`src/rtl/manual_phase_ctrl.sv`:
```
// Manual-mode lamp controller: synchronised, debounced lane selection driving a
// GREEN -> YELLOW -> ALLRED -> GREEN handover with registered lamp outputs.
//
// state  | meaning
// OFF    | no lane requested, all lamps dark
// GREEN  | lane_idx has right of way
// YELLOW | outgoing lane_idx clearing
// ALLRED | every lane red before the next green (or before going dark)
module manual_phase_ctrl #(
    parameter int NUM_LANES       = 2,
    parameter int DEBOUNCE_CYCLES = 4,
    parameter int YELLOW_CYCLES   = 3,
    parameter int ALLRED_CYCLES   = 2,
    parameter int CNT_W           = 8,
    localparam int LANE_W         = $clog2(NUM_LANES)
) (
    input  logic                 clk,
    input  logic                 rst_n,
    input  logic [NUM_LANES-1:0] sw,
    output logic [NUM_LANES-1:0] red,
    output logic [NUM_LANES-1:0] yel,
    output logic [NUM_LANES-1:0] grn,
    output logic [LANE_W-1:0]    lane_idx,
    output logic [1:0]           phase,
    output logic                 busy
);

    typedef enum logic [1:0] {
        S_OFF    = 2'd0,
        S_GREEN  = 2'd1,
        S_YELLOW = 2'd2,
        S_ALLRED = 2'd3
    } state_t;

    logic [1:0]           r_rst_sync;
    logic                 w_rst_n;
    logic [NUM_LANES-1:0] r_sync1;
    logic [NUM_LANES-1:0] r_sync2;
    logic [LANE_W-1:0]    w_raw_sel;
    logic                 w_raw_valid;
    logic [LANE_W:0]      w_raw;
    logic [LANE_W:0]      r_prev;
    logic [CNT_W-1:0]     r_db_cnt;
    logic                 r_tgt_valid;
    logic [LANE_W-1:0]    r_tgt;

    state_t               r_state;
    state_t               w_state_nxt;
    logic [CNT_W-1:0]     r_timer;
    logic [CNT_W-1:0]     w_timer_nxt;
    logic [LANE_W-1:0]    r_lane;
    logic [LANE_W-1:0]    w_lane_nxt;
    logic [NUM_LANES-1:0] r_red;
    logic [NUM_LANES-1:0] r_yel;
    logic [NUM_LANES-1:0] r_grn;
    logic [NUM_LANES-1:0] w_red_nxt;
    logic [NUM_LANES-1:0] w_yel_nxt;
    logic [NUM_LANES-1:0] w_grn_nxt;

    // Reset asserts immediately but releases on a clock edge.
    always_ff @(posedge clk or negedge rst_n) begin
        if (!rst_n) r_rst_sync <= '0;
        else        r_rst_sync <= {r_rst_sync[0], 1'b1};
    end
    assign w_rst_n = r_rst_sync[1];

    always_ff @(posedge clk or negedge w_rst_n) begin
        if (!w_rst_n) begin
            r_sync1 <= '0;
            r_sync2 <= '0;
        end else begin
            r_sync1 <= sw;
            r_sync2 <= r_sync1;
        end
    end

    // Scan downward so the lowest set switch wins.
    always_comb begin
        w_raw_sel = '0;
        for (int i = NUM_LANES - 1; i >= 0; i--) begin
            if (r_sync2[i]) w_raw_sel = LANE_W'(i);
        end
    end
    assign w_raw_valid = |r_sync2;
    assign w_raw       = {w_raw_valid, w_raw_sel};

    always_ff @(posedge clk or negedge w_rst_n) begin
        if (!w_rst_n) begin
            r_prev      <= '0;
            r_db_cnt    <= '0;
            r_tgt_valid <= 1'b0;
            r_tgt       <= '0;
        end else begin
            r_prev <= w_raw;
            if (w_raw != r_prev) begin
                r_db_cnt <= '0;
            end else if (r_db_cnt == CNT_W'(DEBOUNCE_CYCLES - 1)) begin
                r_tgt_valid <= w_raw[LANE_W];
                r_tgt       <= w_raw[LANE_W-1:0];
            end else begin
                r_db_cnt <= r_db_cnt + CNT_W'(1);
            end
        end
    end

    always_comb begin
        w_state_nxt = r_state;
        w_timer_nxt = r_timer;
        w_lane_nxt  = r_lane;
        case (r_state)
            S_OFF: begin
                if (r_tgt_valid) begin
                    w_state_nxt = S_ALLRED;
                    w_timer_nxt = CNT_W'(ALLRED_CYCLES - 1);
                end
            end
            S_ALLRED: begin
                if (r_timer == '0) begin
                    if (r_tgt_valid) begin
                        w_state_nxt = S_GREEN;
                        w_lane_nxt  = r_tgt;
                    end else begin
                        w_state_nxt = S_OFF;
                    end
                end else begin
                    w_timer_nxt = r_timer - CNT_W'(1);
                end
            end
            S_GREEN: begin
                if (!r_tgt_valid || (r_tgt != r_lane)) begin
                    w_state_nxt = S_YELLOW;
                    w_timer_nxt = CNT_W'(YELLOW_CYCLES - 1);
                end
            end
            S_YELLOW: begin
                if (r_timer == '0) begin
                    w_state_nxt = S_ALLRED;
                    w_timer_nxt = CNT_W'(ALLRED_CYCLES - 1);
                end else begin
                    w_timer_nxt = r_timer - CNT_W'(1);
                end
            end
            default: w_state_nxt = S_OFF;
        endcase
    end

    // Lamps are decoded from the next state so they register in step with phase.
    always_comb begin
        w_red_nxt = '0;
        w_yel_nxt = '0;
        w_grn_nxt = '0;
        case (w_state_nxt)
            S_ALLRED: w_red_nxt = '1;
            S_GREEN: begin
                w_red_nxt             = '1;
                w_red_nxt[w_lane_nxt] = 1'b0;
                w_grn_nxt[w_lane_nxt] = 1'b1;
            end
            S_YELLOW: begin
                w_red_nxt             = '1;
                w_red_nxt[w_lane_nxt] = 1'b0;
                w_yel_nxt[w_lane_nxt] = 1'b1;
            end
            default: begin
                w_red_nxt = '0;
            end
        endcase
    end

    always_ff @(posedge clk or negedge w_rst_n) begin
        if (!w_rst_n) begin
            r_state <= S_OFF;
            r_timer <= '0;
            r_lane  <= '0;
            r_red   <= '0;
            r_yel   <= '0;
            r_grn   <= '0;
        end else begin
            r_state <= w_state_nxt;
            r_timer <= w_timer_nxt;
            r_lane  <= w_lane_nxt;
            r_red   <= w_red_nxt;
            r_yel   <= w_yel_nxt;
            r_grn   <= w_grn_nxt;
        end
    end

    assign red      = r_red;
    assign yel      = r_yel;
    assign grn      = r_grn;
    assign lane_idx = r_lane;
    assign phase    = r_state;
    assign busy     = (r_state == S_YELLOW) || (r_state == S_ALLRED);

endmodule

```
`config.mk`:
```
export PLATFORM = sky130hd
export DESIGN_NAME = manual_phase_ctrl
export DESIGN_NICKNAME = d
export VERILOG_FILES = /design/src/rtl/manual_phase_ctrl.sv
export SDC_FILE = /design/constraint.sdc
export NUM_CORES = 1
export LEC_CHECK = 0
export BUFFER_PORTS_ARGS = -buffer_cell sky130_fd_sc_hd__buf_4
export CORE_UTILIZATION = 25
export CTS_BUF_LIST = sky130_fd_sc_hd__clkbuf_16
export CTS_CLUSTER_DIAMETER = 60
export DETAILED_ROUTE_END_ITERATION = 16
export PLACE_DENSITY = 0.5
export REMOVE_ABC_BUFFERS = 1
export SYNTH_ARGS = -nofsm -noshare
export SYNTH_HDL_FRONTEND = slang
export SYNTH_SLANG_ARGS = --single-unit
```
`constraint.sdc`:
```
create_clock -name clk -period 1.5 [get_ports clk]
set_clock_uncertainty 0.2 [all_clocks]
set_input_delay 0.15 -clock clk [delete_from_list [all_inputs] [get_ports clk]]
set_output_delay 0.15 -clock clk [all_outputs]
set_load 0.01 [all_outputs]
```
==> summary.md <==
| Metric | Value |
|---|---|
| Status | `finished with violations` |
| Failing checks | `setup timing` |
| Die Ht | `84.1 um` |
| CTS buffer count | `5` |
| Core Box Area | `between 6000 and 7000 um^2` |
| Clk root buf | `clkbuf_16` |
| Die X-Extent | `84.1 um` |
| Largest fanout on the critical path | `3` |
| Seq cells post-synth | `35` |
| Setup crit start kind | `register` |
| Starting DRT DRC Count | `46` |
| RSZ-0062 raised after global routing | `true` |
| Peak VDD IR | `1.05 mV` |
| Number of global-route vias before repair | `between 1000 and 1500` |
| Crit-path leading delay family | `simple AND/OR/NAND/NOR gates` |
| Router iterations before antenna repair | `4` |
| Clock Path Buffers | `2` |
| Async SR Flop Fraction | `1.00` |
| Max cap viols | `0` |
| Final core utilization | `0.416` |
| Vias per inst | `between 4 and 5` |
| Tot GR Track Use | `0.119` |
| Port Buffers | `13` |
| Crit path arrival time | `2400 ps` |
| Crit path capture type | `register` |
| Final hold vios | `0` |
| Seq/Total Area, Yosys | `0.520` |
| PnR worst setup slack | `-903 ps` |
| EDFF count, synth | `0` |
| Worst Hold Class | `reg -> async` |
| Yosys warning count | `0` |
| H-tree depth | `2` |
| Fmax | `416 MHz` |
| First-pass GRT wire length | `6640 um` |
| Kind of critical path | `reg -> reg` |
| CP bufs+invs | `2` |
| Minimum clock period | `roughly 2400 ps` |
| Period utilization | `1.60` |
| CP Launch Point | `r_timer[0]` |
| WP data required | `1490 ps` |
| Area growth from synthesis to layout | `58.8%` |
| RD Place Congestion | `0.741` |
| Total grt overflow | `0` |
| Worst skew pair latency | `280 ps` |
| Initial antenna violation count | `0` |
| TritonCTS clock tree | `built` |
| Main flop type after synthesis | `dfrtp_1` |
| Post-Place Worst Slack | `-953 ps` |
| Slowest Stage Delay on Critical Path | `550 ps` |
| Row cnt | `29` |
| Layout cells sized above 1 | `0.554` |
| Starting Density | `0.262` |
| Power per cell area | `1700 nW/um^2` |
| Post-synthesis area per instance | `between 10 and 15 um^2` |
| Worst-path cell chain | `inv_2 > ha_4 > or4b_4 > or4_4 > mux2i_4 > buf_6 > o31ai_4` |
| Clock-pin slew on the worst setup and hold paths | `60 ps` |
| Synth cell types | `44` |
| Number of clock sinks | `35` |
| Die Footprint | `7070 um^2` |
| # DRC | `0` |
| Wirelength, routed | `3810 um` |
| Post-route ant nets | `0` |
| # fillers | `just over 600` |
| Post-Synthesis Cells | `153` |
| Reg-to-Reg Start | `r_timer[0]` |
| Crit-path slowest cell | `or4_4` |
| LEAKAGE | `1.21 nW` |
| Final setup viols | `23` |
| Mapped Area | `~1700 um^2` |
| Pins Over Slew Limit | `0` |
| Largest net degree at the start of global routing | `19` |
| Routed via count | `1422` |
| Dpl hpwl | `2700 um` |
| Net count, final | `240` |
| I/O Pins | `14` |
| # diodes | `0` |
| Routed WL per cell | `about 12 um` |
layout by cell type, fill, tap and decap left out, types with 2 or more instances in the layout:
master and n:
a21oi_1 2, a21oi_2 7, and2_4 4, and3_1 2, buf_4 65, buf_6 5
clkbuf_16 5, clkinvlp_4 2, dfrtp_1 35, dlygate4sd3_1 4, ha_1 4, inv_1 4
inv_2 3, mux2_2 2, nand2_1 5, nand3_1 6, nor2_1 7, nor2_2 3
nor2_4 2, nor3_1 2, nor3_2 2, o21a_1 3, o22ai_1 2, o31ai_1 6
o31ai_4 2, or3_1 4, or3_4 2, or4_4 7, or4b_4 2, xor2_1 5
layer usage:
layer / track usage / share of wire / wire length [um]
met1: 0.148 / 0.46 / 1750
met2: 0.198 / 0.51 / 1930
met3: 0.0366 / 0.023 / 88
met4: 0.0361 / 0.013 / 48
met5: 0 / 0 / 0
layout make-up:
cell class	count	area (um^2)	share of cell area
clock buffers	5	125	0.0468
multi-input cells	107	942	0.352
flip-flops and latches	35	876	0.328
well taps	77	96.3	0.0360
repair buffers	74	584	0.219
inverters	7	26.3	0.00983
clock inverters	3	23.8	0.00889
report_power, final:
group	switching, mW	total [mW]	internal, mW
Clock	0.416	1.04	0.620
Sequential	0.165	1.32	1.15
Combinational	0.948	2.19	1.24
Total	1.53	4.55	3.02
synth_stat cells, types with 3 or more instances:
master | number | share of area
or4_1 | 5 | 0.022
o21a_1 | 3 | 0.013
or3_1 | 5 | 0.019
clkbuf_1 | 4 | 0.0089
ha_1 | 6 | 0.045
inv_1 | 6 | 0.013
and2_1 | 3 | 0.011
nand2_1 | 5 | 0.011
nor3_1 | 4 | 0.012
a21oi_1 | 9 | 0.027
o31ai_1 | 8 | 0.036
nor2_1 | 12 | 0.027
xor2_1 | 6 | 0.031
nand3_1 | 6 | 0.018
dfrtp_1 | 35 | 0.52
sequential cells by signal, indices dropped and copies added (netlist names):
| signal | cells |
|---|---|
| r_db_cnt | 8 |
| r_timer | 8 |
| grn | 2 |
| phase | 2 |
| r_prev | 2 |
| r_rst_sync | 2 |
| r_sync1 | 2 |
| r_sync2 | 2 |
| red | 2 |
| yel | 2 |
| lane_idx | 1 |
| r_tgt | 1 |
| r_tgt_valid | 1 |
logic make-up (layout without fill, tap and decap cells):
family / count (synthesis) / count (layout) / synth area share
simple gates: 60 / 60 / 0.223
flops: 35 / 35 / 0.520
compound gates: 29 / 29 / 0.122
buf+inv: 11 / 89 / 0.0245
xor+xnor: 7 / 7 / 0.0364
fa+ha+maj: 6 / 6 / 0.0446
mux: 4 / 4 / 0.0275
other cells: 1 / 1 / 0.00223
repair_timing:
action,CTS,global route
gates resized for setup,31,22
endpoints found under the setup margin,27,27
buffers inserted,2,5
pin swaps,13,20
hold buffers,4,0
hold endpoints to repair,4,0
through the flow:
step	cell area, um^2	TNS [ps]	hold slack, ps	total power, mW	instances
floorplan	1670	-14270	-346	2.17	149
global placement	2250	-14060	-266	3.03	290
detailed placement	2250	-14610	-265	3.05	290
CTS	2560	-12820	16.7	4.33	303
global route	2670	-14150	35.7	4.86	308
finish	2670	-12050	7.75	4.55	308
path summary, 6_finish.rpt:
path | endpoint | slack, ps | depth (start not counted)
max in group asynchronous | r_rst_sync[0] | 460 | 3
max | red[0] | -900 | 7
max reg2reg | red[0] | -900 | 7
min reg2reg | r_sync2[1] | 8 | 1
min | r_sync2[1] | 8 | 1
min in group clk | r_sync2[0] | 150 | 0
(Power assumes the default switching activity.)
